--- config.mk ---
export PLATFORM = sky130hd
export DESIGN_NAME = alu_share_arbiter
export DESIGN_NICKNAME = d
export VERILOG_FILES = /design/src/rtl/alu_share_arbiter.sv
export SDC_FILE = /design/constraint.sdc
export NUM_CORES = 1
export LEC_CHECK = 0
export CORE_AREA = 2 2 205 207
export CTS_CLUSTER_DIAMETER = 100
export DETAILED_ROUTE_END_ITERATION = 8
export DIE_AREA = 0 0 207 209
export GPL_TIMING_DRIVEN = 0
export PLACE_DENSITY_LB_ADDON = 0.08
export SLEW_MARGIN = 20
export SYNTH_ARGS = -nofsm -noshare
export SYNTH_HDL_FRONTEND = slang
export SYNTH_SLANG_ARGS = --single-unit
--- constraint.sdc ---
create_clock -name clk -period 1.6 [get_ports clk]
set_input_delay 0.4 -clock clk [delete_from_list [all_inputs] [get_ports clk]]
set_output_delay 0.4 -clock clk [all_outputs]
set_load 0.05 [all_outputs]
--- src/rtl/alu_share_arbiter.sv ---
// Round-robin arbiter sharing one combinational ALU between two valid/ready requesters.
// One operation in flight: IDLE grants and latches operands, EXEC captures alu_y, RESP holds the result.
module alu_share_arbiter #(
  parameter int DATA_W = 64,
  parameter int OP_W   = 4
) (
  input  logic              clk,
  input  logic              rst_n,
  input  logic              req0_valid,
  output logic              req0_ready,
  input  logic [OP_W-1:0]   req0_op,
  input  logic [DATA_W-1:0] req0_a,
  input  logic [DATA_W-1:0] req0_b,
  input  logic              req1_valid,
  output logic              req1_ready,
  input  logic [OP_W-1:0]   req1_op,
  input  logic [DATA_W-1:0] req1_a,
  input  logic [DATA_W-1:0] req1_b,
  output logic              rsp_valid,
  input  logic              rsp_ready,
  output logic              rsp_id,
  output logic [DATA_W-1:0] rsp_data,
  output logic [OP_W-1:0]   alu_op,
  output logic [DATA_W-1:0] alu_a,
  output logic [DATA_W-1:0] alu_b,
  input  logic [DATA_W-1:0] alu_y
);

  typedef enum logic [1:0] {
    IDLE = 2'd0,
    EXEC = 2'd1,
    RESP = 2'd2
  } state_t;

  state_t              state_q, state_d;
  logic                prio_q, prio_d;
  logic                rsp_id_q, rsp_id_d;
  logic                rsp_valid_q, rsp_valid_d;
  logic [DATA_W-1:0]   rsp_data_q, rsp_data_d;
  logic [OP_W-1:0]     op_q, op_d;
  logic [DATA_W-1:0]   a_q, a_d;
  logic [DATA_W-1:0]   b_q, b_d;
  logic                grant0, grant1;

  // prio only breaks ties; a lone requester is granted regardless of it.
  always_comb begin
    grant0 = 1'b0;
    grant1 = 1'b0;
    if (rst_n && (state_q == IDLE)) begin
      grant0 = req0_valid && (!req1_valid || !prio_q);
      grant1 = req1_valid && (!req0_valid ||  prio_q);
    end
  end

  always_comb begin
    state_d     = state_q;
    prio_d      = prio_q;
    rsp_id_d    = rsp_id_q;
    rsp_valid_d = rsp_valid_q;
    rsp_data_d  = rsp_data_q;
    op_d        = op_q;
    a_d         = a_q;
    b_d         = b_q;
    case (state_q)
      IDLE: begin
        if (grant0) begin
          op_d     = req0_op;
          a_d      = req0_a;
          b_d      = req0_b;
          rsp_id_d = 1'b0;
          state_d  = EXEC;
        end else if (grant1) begin
          op_d     = req1_op;
          a_d      = req1_a;
          b_d      = req1_b;
          rsp_id_d = 1'b1;
          state_d  = EXEC;
        end
      end
      EXEC: begin
        rsp_data_d  = alu_y;
        rsp_valid_d = 1'b1;
        state_d     = RESP;
      end
      RESP: begin
        // The served port drops to lowest priority so a waiting port goes next.
        if (rsp_ready) begin
          rsp_valid_d = 1'b0;
          prio_d      = ~rsp_id_q;
          state_d     = IDLE;
        end
      end
      default: begin
        rsp_valid_d = 1'b0;
        state_d     = IDLE;
      end
    endcase
  end

  always_ff @(posedge clk) begin
    if (!rst_n) begin
      state_q     <= IDLE;
      prio_q      <= 1'b0;
      rsp_id_q    <= 1'b0;
      rsp_valid_q <= 1'b0;
      rsp_data_q  <= '0;
      op_q        <= '0;
      a_q         <= '0;
      b_q         <= '0;
    end else begin
      state_q     <= state_d;
      prio_q      <= prio_d;
      rsp_id_q    <= rsp_id_d;
      rsp_valid_q <= rsp_valid_d;
      rsp_data_q  <= rsp_data_d;
      op_q        <= op_d;
      a_q         <= a_d;
      b_q         <= b_d;
    end
  end

  assign req0_ready = grant0;
  assign req1_ready = grant1;
  assign rsp_valid  = rsp_valid_q;
  assign rsp_id     = rsp_id_q;
  assign rsp_data   = rsp_data_q;
  assign alu_op     = op_q;
  assign alu_a      = a_q;
  assign alu_b      = b_q;

endmodule

==> metrics.txt <==
area delta synth->final 79.2%; Pre-Repair DR Iteration Count 5; post-synth top area cell dfxtp_1; Mapped Area 9350 um2; placed cell areas 15400 um2; area share of the largest cell type after synthesis 0.430; Post-Layout Cell Count 2092; worst setup margin -495 ps; cell family with most CP delay simple AND/OR/NAND/NOR gates; Slew HR 0.579; Bufs and invs on worst path 2; M1 WL 19600 um; initial antenna violation count 9; Placed Instances 2004; core area 41300 um2; Seq/Total Area, Yosys 0.430; Worst path max stage delay 340 ps; Peak Freq 477 MHz; IO buf count 532; largest net degree at the start of global routing 14; Mapped Avg Cell Area 10.0 um2; Fillers 4254; DR WL/cell 22.8 um; total track usage 0.207; hold_buf cts 0; Synth warnings 0; syn_nets 1266; setup total negative slack -26820 ps; CTS sink cnt 201; final instance area 16800 um2; I/O pin count 533; post-synth cell types 25; Site Rows 75; Final Hold Viols 0; Die Width 207 um; vias in the first global route 10400; cell count after synthesis 933; first-pass GRT wire length 68900 um; htree depth 1; WL met3 4030 um; crit-path max FO 4; share of cells above drive strength 1 0.278; reg2reg setup slack -260 ps; Vias/cell 4.84; CP required 1200 ps; # DRC 0; fin crit period 2100 ps; Slew Limit Fails 0; Max VDD drop 0.722 mV; dominant cells by area after synthesis dfxtp_1 43%, a21boi_0 16%, a211o_1 12%, o221a_1 9.6%, o221a_2 6.3%; setup violators final 134; CP max-delay cell dfxtp_2; total gr overflow 0; max_cap viols 0; drt initial violations 428; critical path endpoint category primary output; via count 10100; Setup Skew 8.12 ps; Place WS -2220 ps; die area 43300 um2; CTS tree built; worst setup path class reg -> out; Critical Path Start Type register; RSZ-0062 raised after global routing true; status finished with violations; leakage power 6.87 nW; CTS buffer count 28; Post-DP HPWL 34400 um; #FFs+latches synth 201; Clk pin slew, worst setup/hold paths 60 ps; top layer in use met5; hold crit path type in -> reg; WL met2 23000 um; Pwr Density 1050 nW/um2; die height 209 um; Post-Route WL 47700 um; arrival time at the worst endpoint 1700 ps; Initial Utilization 0.226; root buffer cell clkbuf_16; post-route ant nets 0; GPL Wtd Cong 0.811; Clk Latency, worst-skew pair 560 ps; violated checks setup timing; NumNets Final 1862; period utilisation layout 1.31; CP cell instances nor3b_4, clkbuf_8, and3_4, buf_12; measured slew at the worst slew-check pin 632 ps; deepest clock path buffer count 3
flip-flops by register name, summed over array words and instances (netlist names):
signal     cells
rsp_id         1
rsp_valid      1
state_q        2
alu_a         64
rsp_data      64
alu_b         64
alu_op         4
prio_q         1
layer usage:
| layer | up-vias | track usage |
|---|---|---|
| met1 | 4859 | 0.250 |
| met2 | 374 | 0.351 |
| li1 | 4808 | - |
| met4 | 10 | 0.0466 |
| met5 | - | 0 |
| met3 | 66 | 0.0762 |
worst paths after layout:
| path | startpoint | to | depth (start not counted) |
|---|---|---|---|
| min | alu_y[48] | rsp_data[48]$_SDFFE_PN0P_ | 3 |
| max | state_q[0]$_SDFFE_PN0P_ | req1_ready | 4 |
| min reg2reg | rsp_data[9]$_SDFFE_PN0P_ | rsp_data[9]$_SDFFE_PN0P_ | 2 |
| max reg2reg | state_q[1]$_SDFFE_PN0P_ | alu_b[53]$_SDFFE_PN0P_ | 6 |
repair_timing:
action                                  CTS  global route
gates cloned                              0            15
endpoints found under the setup margin  397           369
pin swaps                                 1             2
resized for setup                       294           756
setup buffers                            18            11
placed cells by master (no fill, tap or decap), types with 2 or more instances in the layout:
cell type and instances:
diode_2 4, nor2b_1 2, nand2_1 129, a21boi_0 198, buf_12 8, clkdlybuf4s50_1 329, buf_2 56, o221a_4 9
clkbuf_1 38, dfxtp_2 2, a211o_1 132, buf_4 60, nor2_4 2, o221a_2 43, clkbuf_4 115, clkbuf_2 32
dfxtp_1 198, o21ai_0 2, buf_8 16, clkbuf_16 44, o221a_1 80, clkinv_2 5, buf_6 12, dlymetal6s2s_1 2
clkbuf_8 17
power by group:
group | switching (mW) | total (mW) | leakage [nW] | internal [mW]
combinational | 3.17 | 5.58 | 4.75 | 2.41
clock | 2.51 | 6.37 | 0.466 | 3.86
sequential | 0.259 | 5.72 | 1.66 | 5.46
area by class of cell:
cell class                 instances  area (um2)  share of cell area
clock inverter                     7        63.8             0.00381
multi-input combinational        609        4850               0.290
timing repair buffer             571        5320               0.318
clock buffer                      43         868              0.0518
tap                              539         674              0.0402
sequential                       201        4030               0.240
buffer                           118         936              0.0559
antenna                            4        10.0            0.000597
through the flow:
| stage | util | total power, mW | hold slack, ps |
|---|---|---|---|
| floorplan | - | 8.77 | 466 |
| global placement | 0.373 | 11.1 | 449 |
| detailed placement | 0.373 | 11.1 | 456 |
| CTS | 0.401 | 17.7 | 377 |
| global route | 0.406 | 18.4 | 388 |
| finish | 0.406 | 17.7 | 397 |
Yosys cell counts (all sizes together):
| cell | instances |
|---|---|
| o21a | 1 |
| nor2b | 2 |
| or3 | 1 |
| dfxtp | 201 |
| buf | 43 |
| o21ai | 2 |
| nor2 | 3 |
| nand2 | 129 |
| nand2b | 2 |
| a21oi | 1 |
| a21boi | 199 |
| and3 | 1 |
| a211o | 132 |
| nor3b | 1 |
| and2 | 1 |
| or3b | 1 |
| o221a | 132 |
| o211a | 1 |
| clkbuf | 80 |
worst min-delay path, cell delays in order:
cell and delay, ps:
clkdlybuf4s50_1 390, nand2_1 50, a21boi_0 60
cells by family (layout without fill, tap and decap cells):
group	after synthesis	count (layout)	synth area share
AO/OA/AOI/OAI	468	468	0.446
flip-flops	201	201	0.430
AND/OR/NAND/NOR	141	141	0.0608
other	0	4	0
buffers and inverters	123	739	0.0630
(Power assumes the default switching activity.)
